==> config.mk <==
export PLATFORM = sky130hd
export DESIGN_NAME = alu_issue_stage_flat
export DESIGN_NICKNAME = d
export VERILOG_FILES = /design/src/rtl/alu_issue_stage_if.sv /design/src/rtl/alu_issue_stage.sv /design/src/flat_wrapper.sv
export SDC_FILE = /design/constraint.sdc
export NUM_CORES = 1
export LEC_CHECK = 0
export CAP_MARGIN = 20
export CORE_MARGIN = 5
export CORE_UTILIZATION = 48
export CTS_BUF_LIST = sky130_fd_sc_hd__clkbuf_8
export CTS_CLUSTER_DIAMETER = 200
export DETAILED_ROUTE_END_ITERATION = 8
export PLACE_DENSITY = 0.84
export SKIP_LAST_GASP = 1
export SLEW_MARGIN = 20
export SYNTH_ARGS = -nofsm -noshare
export SYNTH_HDL_FRONTEND = slang
export SYNTH_SLANG_ARGS = --single-unit
==> constraint.sdc <==
create_clock -name clk -period 2.7 [get_ports clk]
set_input_delay 0.54 -clock clk [delete_from_list [all_inputs] [get_ports clk]]
set_output_delay 0.54 -clock clk [all_outputs]
set_load 0.01 [all_outputs]
==> src/rtl/alu_issue_stage_if.sv <==
// +----------------------------------------------------------------------------+
// | Module : alu_issue_stage_if                                                |
// | Brief  : Fetch-side and execute-side handshake bundle of the ALU issue     |
// |          stage.                                                            |
// | Rev    : 1.0  initial release                                              |
// +----------------------------------------------------------------------------+
`default_nettype none

interface alu_issue_stage_if #(
  parameter int XLEN = 32
);
  logic            in_valid;
  logic            in_ready;
  logic [31:0]     in_instr;
  logic [XLEN-1:0] in_pc;
  logic [XLEN-1:0] in_rs1;
  logic [XLEN-1:0] in_rs2;
  logic            out_valid;
  logic            out_ready;
  logic [XLEN-1:0] out_a;
  logic [XLEN-1:0] out_b;
  logic [3:0]      out_alu_ctrl;
  logic            out_illegal;
  logic            out_is_branch;
  logic [2:0]      out_funct3;

  modport master (
    output in_valid, in_instr, in_pc, in_rs1, in_rs2, out_ready,
    input  in_ready, out_valid, out_a, out_b, out_alu_ctrl, out_illegal,
           out_is_branch, out_funct3
  );

  modport slave (
    input  in_valid, in_instr, in_pc, in_rs1, in_rs2, out_ready,
    output in_ready, out_valid, out_a, out_b, out_alu_ctrl, out_illegal,
           out_is_branch, out_funct3
  );
endinterface

`default_nettype wire

==> src/rtl/alu_issue_stage.sv <==
// +----------------------------------------------------------------------------+
// | Module : alu_issue_stage                                                   |
// | Brief  : RV32I decode/issue stage with 2-entry skid buffer feeding the ALU.|
// |          Optional macro ALU_ISSUE_PERF_CNT_EN adds issue/illegal counters. |
// | Rev    : 1.0  initial release                                              |
// +----------------------------------------------------------------------------+
`default_nettype none

module alu_issue_stage #(
  parameter int XLEN = 32
) (
  input  wire               clk,
  input  wire               rst_n,
  input  wire               flush,
  alu_issue_stage_if.slave  bus
`ifdef ALU_ISSUE_PERF_CNT_EN
  ,
  output logic [31:0]       perf_issued,
  output logic [31:0]       perf_illegal
`endif
);

  localparam logic [3:0] ALU_ADD  = 4'b0000;
  localparam logic [3:0] ALU_SUB  = 4'b0001;
  localparam logic [3:0] ALU_AND  = 4'b0010;
  localparam logic [3:0] ALU_OR   = 4'b0011;
  localparam logic [3:0] ALU_XOR  = 4'b0100;
  localparam logic [3:0] ALU_SLL  = 4'b0101;
  localparam logic [3:0] ALU_SRL  = 4'b0110;
  localparam logic [3:0] ALU_SRA  = 4'b0111;
  localparam logic [3:0] ALU_SLT  = 4'b1000;
  localparam logic [3:0] ALU_SLTU = 4'b1001;

  localparam logic [6:0] OPC_OP     = 7'b0110011;
  localparam logic [6:0] OPC_OP_IMM = 7'b0010011;
  localparam logic [6:0] OPC_LOAD   = 7'b0000011;
  localparam logic [6:0] OPC_STORE  = 7'b0100011;
  localparam logic [6:0] OPC_BRANCH = 7'b1100011;
  localparam logic [6:0] OPC_LUI    = 7'b0110111;
  localparam logic [6:0] OPC_AUIPC  = 7'b0010111;
  localparam logic [6:0] OPC_JAL    = 7'b1101111;
  localparam logic [6:0] OPC_JALR   = 7'b1100111;

  localparam logic [6:0] F7_ZERO = 7'b0000000;
  localparam logic [6:0] F7_ALT  = 7'b0100000;

  typedef struct packed {
    logic [XLEN-1:0] a;
    logic [XLEN-1:0] b;
    logic [3:0]      ctrl;
    logic            illegal;
    logic            is_branch;
    logic [2:0]      funct3;
  } pkt_t;

  pkt_t out_pkt_q, out_pkt_d, skid_pkt_q, skid_pkt_d, dec_pkt;
  logic out_valid_q, out_valid_d, skid_valid_q, skid_valid_d;
  logic accept;

  logic [6:0]      opcode, f7;
  logic [2:0]      f3;
  logic [XLEN-1:0] imm_i, imm_s, imm_u, shamt;
  logic            unused_instr_bits;

  assign opcode = bus.in_instr[6:0];
  assign f3     = bus.in_instr[14:12];
  assign f7     = bus.in_instr[31:25];
  assign imm_i  = {{(XLEN-12){bus.in_instr[31]}}, bus.in_instr[31:20]};
  assign imm_s  = {{(XLEN-12){bus.in_instr[31]}}, bus.in_instr[31:25], bus.in_instr[11:7]};
  assign imm_u  = {{(XLEN-32){bus.in_instr[31]}}, bus.in_instr[31:12], 12'b0};
  assign shamt  = {{(XLEN-5){1'b0}}, bus.in_instr[24:20]};
  assign unused_instr_bits = ^bus.in_instr[19:15];

  always_comb begin
    dec_pkt           = '0;
    dec_pkt.funct3    = f3;
    dec_pkt.ctrl      = ALU_ADD;
    case (opcode)
      OPC_OP, OPC_OP_IMM: begin
        dec_pkt.a = bus.in_rs1;
        dec_pkt.b = (opcode == OPC_OP) ? bus.in_rs2 : imm_i;
        case (f3)
          3'b000: begin
            if (opcode == OPC_OP) begin
              dec_pkt.ctrl    = (f7 == F7_ALT) ? ALU_SUB : ALU_ADD;
              dec_pkt.illegal = (f7 != F7_ZERO) && (f7 != F7_ALT);
            end
          end
          3'b001: dec_pkt.ctrl = ALU_SLL;
          3'b010: dec_pkt.ctrl = ALU_SLT;
          3'b011: dec_pkt.ctrl = ALU_SLTU;
          3'b100: dec_pkt.ctrl = ALU_XOR;
          3'b101: begin
            dec_pkt.ctrl    = (f7 == F7_ALT) ? ALU_SRA : ALU_SRL;
            dec_pkt.illegal = (f7 != F7_ZERO) && (f7 != F7_ALT);
          end
          3'b110: dec_pkt.ctrl = ALU_OR;
          default: dec_pkt.ctrl = ALU_AND;
        endcase
        // Register forms only allow funct7 variants on ADD/SUB and SRL/SRA;
        // immediate shifts carry the shift amount, not the raw I-immediate.
        if (opcode == OPC_OP && f3 != 3'b000 && f3 != 3'b101 && f7 != F7_ZERO)
          dec_pkt.illegal = 1'b1;
        if (opcode == OPC_OP_IMM && (f3 == 3'b001 || f3 == 3'b101)) begin
          dec_pkt.b = shamt;
          if (f3 == 3'b001 && f7 != F7_ZERO)
            dec_pkt.illegal = 1'b1;
        end
      end
      OPC_LOAD: begin
        dec_pkt.a = bus.in_rs1;
        dec_pkt.b = imm_i;
      end
      OPC_STORE: begin
        dec_pkt.a = bus.in_rs1;
        dec_pkt.b = imm_s;
      end
      OPC_BRANCH: begin
        dec_pkt.a         = bus.in_rs1;
        dec_pkt.b         = bus.in_rs2;
        dec_pkt.is_branch = 1'b1;
        case (f3[2:1])
          2'b00:   dec_pkt.ctrl    = ALU_SUB;
          2'b10:   dec_pkt.ctrl    = ALU_SLT;
          2'b11:   dec_pkt.ctrl    = ALU_SLTU;
          default: dec_pkt.illegal = 1'b1;
        endcase
      end
      OPC_LUI: dec_pkt.b = imm_u;
      OPC_AUIPC: begin
        dec_pkt.a = bus.in_pc;
        dec_pkt.b = imm_u;
      end
      OPC_JAL, OPC_JALR: begin
        dec_pkt.a       = bus.in_pc;
        dec_pkt.b       = XLEN'(4);
        dec_pkt.illegal = (opcode == OPC_JALR) && (f3 != 3'b000);
      end
      default: dec_pkt.illegal = 1'b1;
    endcase
    if (dec_pkt.illegal) begin
      dec_pkt.a         = '0;
      dec_pkt.b         = '0;
      dec_pkt.ctrl      = ALU_ADD;
      dec_pkt.is_branch = 1'b0;
    end
  end

  // in_ready depends only on skid occupancy, so accept never collides with a full skid.
  assign accept = bus.in_valid && !skid_valid_q;

  always_comb begin
    out_valid_d  = out_valid_q;
    out_pkt_d    = out_pkt_q;
    skid_valid_d = skid_valid_q;
    skid_pkt_d   = skid_pkt_q;
    if (flush) begin
      out_valid_d  = 1'b0;
      skid_valid_d = 1'b0;
    end else if (!out_valid_q || bus.out_ready) begin
      if (skid_valid_q) begin
        out_pkt_d    = skid_pkt_q;
        out_valid_d  = 1'b1;
        skid_valid_d = 1'b0;
      end else if (accept) begin
        out_pkt_d   = dec_pkt;
        out_valid_d = 1'b1;
      end else begin
        out_valid_d = 1'b0;
      end
    end else if (accept) begin
      skid_pkt_d   = dec_pkt;
      skid_valid_d = 1'b1;
    end
  end

  always_ff @(posedge clk) begin
    if (!rst_n) begin
      out_valid_q  <= 1'b0;
      skid_valid_q <= 1'b0;
      out_pkt_q    <= '0;
      skid_pkt_q   <= '0;
    end else begin
      out_valid_q  <= out_valid_d;
      skid_valid_q <= skid_valid_d;
      out_pkt_q    <= out_pkt_d;
      skid_pkt_q   <= skid_pkt_d;
    end
  end

  assign bus.in_ready      = !skid_valid_q;
  assign bus.out_valid     = out_valid_q;
  assign bus.out_a         = out_pkt_q.a;
  assign bus.out_b         = out_pkt_q.b;
  assign bus.out_alu_ctrl  = out_pkt_q.ctrl;
  assign bus.out_illegal   = out_pkt_q.illegal;
  assign bus.out_is_branch = out_pkt_q.is_branch;
  assign bus.out_funct3    = out_pkt_q.funct3;

`ifdef ALU_ISSUE_PERF_CNT_EN
  logic [31:0] perf_issued_q, perf_illegal_q;

  always_ff @(posedge clk) begin
    if (!rst_n) begin
      perf_issued_q  <= '0;
      perf_illegal_q <= '0;
    end else if (out_valid_q && bus.out_ready && !flush) begin
      perf_issued_q <= perf_issued_q + 32'd1;
      if (out_pkt_q.illegal)
        perf_illegal_q <= perf_illegal_q + 32'd1;
    end
  end

  assign perf_issued  = perf_issued_q;
  assign perf_illegal = perf_illegal_q;
`else
  // Counters absent in this build.
`endif

endmodule

`default_nettype wire

==> src/flat_wrapper.sv <==
// flat-port wrapper written by rule: the top's interface ports become plain ports
module alu_issue_stage_flat 
#(
  parameter int XLEN = 32
)
  (clk, rst_n, flush, bus_in_valid, bus_in_instr, bus_in_pc, bus_in_rs1, bus_in_rs2, bus_out_ready, bus_in_ready, bus_out_valid, bus_out_a, bus_out_b, bus_out_alu_ctrl, bus_out_illegal, bus_out_is_branch, bus_out_funct3);
  alu_issue_stage_if #(.XLEN(XLEN)) bus_i ();
  input  wire clk;
  input  wire rst_n;
  input  wire flush;
  input wire logic [$bits(bus_i.in_valid)-1:0] bus_in_valid;
  input wire logic [$bits(bus_i.in_instr)-1:0] bus_in_instr;
  input wire logic [$bits(bus_i.in_pc)-1:0] bus_in_pc;
  input wire logic [$bits(bus_i.in_rs1)-1:0] bus_in_rs1;
  input wire logic [$bits(bus_i.in_rs2)-1:0] bus_in_rs2;
  input wire logic [$bits(bus_i.out_ready)-1:0] bus_out_ready;
  output wire logic [$bits(bus_i.in_ready)-1:0] bus_in_ready;
  output wire logic [$bits(bus_i.out_valid)-1:0] bus_out_valid;
  output wire logic [$bits(bus_i.out_a)-1:0] bus_out_a;
  output wire logic [$bits(bus_i.out_b)-1:0] bus_out_b;
  output wire logic [$bits(bus_i.out_alu_ctrl)-1:0] bus_out_alu_ctrl;
  output wire logic [$bits(bus_i.out_illegal)-1:0] bus_out_illegal;
  output wire logic [$bits(bus_i.out_is_branch)-1:0] bus_out_is_branch;
  output wire logic [$bits(bus_i.out_funct3)-1:0] bus_out_funct3;
  assign bus_i.in_valid = bus_in_valid;
  assign bus_i.in_instr = bus_in_instr;
  assign bus_i.in_pc = bus_in_pc;
  assign bus_i.in_rs1 = bus_in_rs1;
  assign bus_i.in_rs2 = bus_in_rs2;
  assign bus_i.out_ready = bus_out_ready;
  assign bus_in_ready = bus_i.in_ready;
  assign bus_out_valid = bus_i.out_valid;
  assign bus_out_a = bus_i.out_a;
  assign bus_out_b = bus_i.out_b;
  assign bus_out_alu_ctrl = bus_i.out_alu_ctrl;
  assign bus_out_illegal = bus_i.out_illegal;
  assign bus_out_is_branch = bus_i.out_is_branch;
  assign bus_out_funct3 = bus_i.out_funct3;
  alu_issue_stage #(.XLEN(XLEN)) u_core (.clk(clk), .rst_n(rst_n), .flush(flush), .bus(bus_i));
endmodule
==> flow_summary.toml, run 1 <==
[global_routing]
grt_max_degree = 75
first_global_vias = 6409
antenna_found_initial = 2
gr-usage-all-layers_pct = 26.4
grt_pass1_wl_um = 34300
grt_overflow = 0

[sta]
hold_violations = 0
drv_slew = 0
period_needed_ps = 2390
relSlewSlack_pct = 31.6
finClkSkew_ps = 8.12
grt_setup_unrepaired = "no"
finalCritPeriodShare_pct = 88.4
worst_pin_slew_ps = 1030
finalSetupTns_ps = 0
setup_viol = 0
fin_hold_ws_ps = 445
fmax_mhz = 419

[clocking]
root_buffer = "clkbuf_8"
clockBufferDepth = 2
clock-sinks = 148
cts_made_buffers = 17
clk_pin_slew_ps = 70
clock_latency_ps = 470
cts_tree = "yes"
post_cts_buffers = 0
postCtsHoldBufs = 0
ctsResizeCount = 0
cts_max_level = 4

[synth]
yosys_warnings = 0
synth-edff-count = 0
ys_seq_area_share_pct = 44.1
synth_flop_cell = "dfxtp_1"
netlist_area_mm2 = 0.00671
synthArstFlopShare_pct = 0
syn_nets = 902
synth_seq_cells = 148
synthCells = 765
avgSynthCellArea_um2 = 8.78
yosysUniqueCellTypes = 56

[floorplanning]
chipHeight_um = 128
die_area_mm2 = 0.0165
die_w_um = 128
rows = 43
start_util_pct = 48.7
core_area_mm2 = 0.0138
io_pins = 208

[hold_path]
hold_depth = 2
hold_class = "reg -> reg"
min_from = "u_core.skid_pkt_q[50]"
holdPathEnd = "u_core.skid_pkt_q[50]"

[layout]
layout-drive-gt1-share_pct = 11.8
nFillCells = 1155
stdcell_count = 1150
ff_latch_area_mm2 = 0.00296
multi_input_area_mm2 = 0.00341
final_nets = 1092
synthToLayoutAreaGrowth_pct = 41.0

[power_and_ir_drop]
power.density_mw_per_mm2 = 454
ir_drop_v = 0.000272
power_mw = 4.30
leakage_nw = 3.41

[place]
dp.cells = 1116
gp_congestion = 0.862
place.port_buffers = 207
dp_hpwl_um = 15100

[detailed_routing]
wl_per_cell_um = 19.3
drtPass1Iterations = 5
wirelength_um = 22300
avgViaCountPerCell = 5.82
num_vias = 6688
route.detailed.drc = 0
postRouteAntennaNets = 0
drt-initial-drc-count = 709

[worst_setup_path]
cp.arrival_ps = 1850
critPathKind = "reg -> out"
r2r_start = "u_core.skid_valid_q"
r2r-end = "u_core.skid_pkt_q[30]"
crit_path_end_kind = "output pin"
reg2reg_depth = 6
rrSetupSlack_ps = 640
required_ps = 2160
start_kind = "flop"
crit_fanout = 36

[status]
status = "complete, no violations"

[run]
max-cap-violations = 0
layout make-up:
cell class,instances,share of cell area (%)
inverter,7,0.278
multi-input combinational,537,36.1
antenna,2,0.0529
tap,180,2.38
clock inverter,9,0.661
sequential,148,31.3
clock buffer,23,3.34
timing repair buffer,244,25.9
layout by cell type, fill, tap and decap left out, types with 23 or more instances in the layout:
cell type        Yosys  final
nand2_1             77     77
a22oi_1             39     39
clkdlybuf4s50_1      0    207
nand2b_1            27     27
o21ai_0             38     38
and3_1              68     68
a21oi_1             77     76
o22ai_1             37     37
clkbuf_8             0     23
o22ai_2             30     30
o21ai_1             37     37
buf_4                6     29
dfxtp_1            148    147
Yosys cell counts, types with 2 or more instances:
cell | count | share of area, %
a211oi_1 | 2 | 0.22
a21oi_1 | 77 | 5.7
a221oi_1 | 20 | 2.6
a222oi_1 | 4 | 0.60
a22oi_1 | 39 | 4.4
and3_1 | 68 | 6.3
buf_2 | 16 | 1.2
buf_4 | 6 | 0.67
buf_6 | 4 | 0.67
clkbuf_1 | 46 | 2.6
dfxtp_1 | 148 | 44
ha_1 | 4 | 0.75
inv_1 | 7 | 0.39
mux2i_1 | 5 | 0.75
nand2_1 | 77 | 4.3
nand2b_1 | 27 | 2.5
nand3_1 | 4 | 0.30
nand4_1 | 5 | 0.47
nor2_1 | 21 | 1.2
nor2b_1 | 2 | 0.19
nor3_1 | 4 | 0.30
o211ai_1 | 3 | 0.34
o21ai_0 | 38 | 2.8
o21ai_1 | 37 | 2.8
o21ai_2 | 3 | 0.39
o21bai_1 | 2 | 0.22
o22ai_1 | 37 | 3.4
o22ai_2 | 30 | 5.6
or3_1 | 2 | 0.19
metrics by stage:
step	setup slack (ps)	util, %	cell area [µm²]
floorplan	627	-	6710
global placement	55.8	65.9	9080
detailed placement	-6.87	65.9	9080
CTS	316	68.7	9460
global route	202	68.7	9460
finish	313	68.7	9460
worst max-delay path, cell delays in order, from the launching register on:
cell             delay, ps
dfxtp_2                340
buf_4                  350
inv_1                  150
clkdlybuf4s50_1        550
layer usage:
layer	GRT usage [%]	share of wire [%]	vias up
met5	0	0	-
met4	10.7	2.9	0
met3	8.04	7.0	53
met2	42.8	50	232
met1	32.6	40	3178
li1	-	-	3225
worst max path at each step:
stage / startpoint / to / cells after the start
after floorplan: bus_in_instr[14] / u_core.skid_pkt_q[33] / 10
after global placement: bus_in_instr[13] / u_core.bus.out_b[31] / 8
after detailed placement: bus_in_instr[4] / u_core.skid_pkt_q[13] / 7
after CTS: u_core.skid_valid_q / bus_in_ready / 3
after global routing: bus_in_instr[3] / u_core.skid_pkt_q[12] / 7
final: u_core.skid_valid_q / bus_in_ready / 3
sequential cells by signal, indices dropped and copies added, names as in the netlist:
name	count
u_core.bus.out_valid	1
u_core.bus.out_illegal	1
u_core.skid_valid_q	1
u_core.skid_pkt_q	73
u_core.bus.out_b	32
u_core.bus.out_is_branch	1
u_core.bus.out_alu_ctrl	4
u_core.bus.out_a	32
u_core.bus.out_funct3	3
power breakdown:
group,internal (mW),switching (mW),total (mW),leakage [nW]
sequential,2.19,0.00415,2.19,1.19
combinational,0.250,0.220,0.470,2.00
clock,0.853,0.785,1.64,0.219
logic make-up after synthesis:
family          count (synthesis)  share of synthesized area [%]
flops                         148                           44.1
simple gates                  224                           18.0
buf+inv                        80                           5.55
compound gates                304                           30.8
mux                             5                          0.745
fa+ha+maj                       4                          0.745
Note: power is estimated with default switching activity, not from simulation.
==> run 2: changes to the inputs <==
SLEW_MARGIN = 5   (was 20)
==> results of run 2 <==
No change in the layout: final DEF, timing and power equal those of run 1.
==> run 3: changes to the inputs <==
CTS_CLUSTER_SIZE = 28   (was not set)
==> results of run 3 <==
No change in the layout: final DEF, timing and power equal those of run 1.
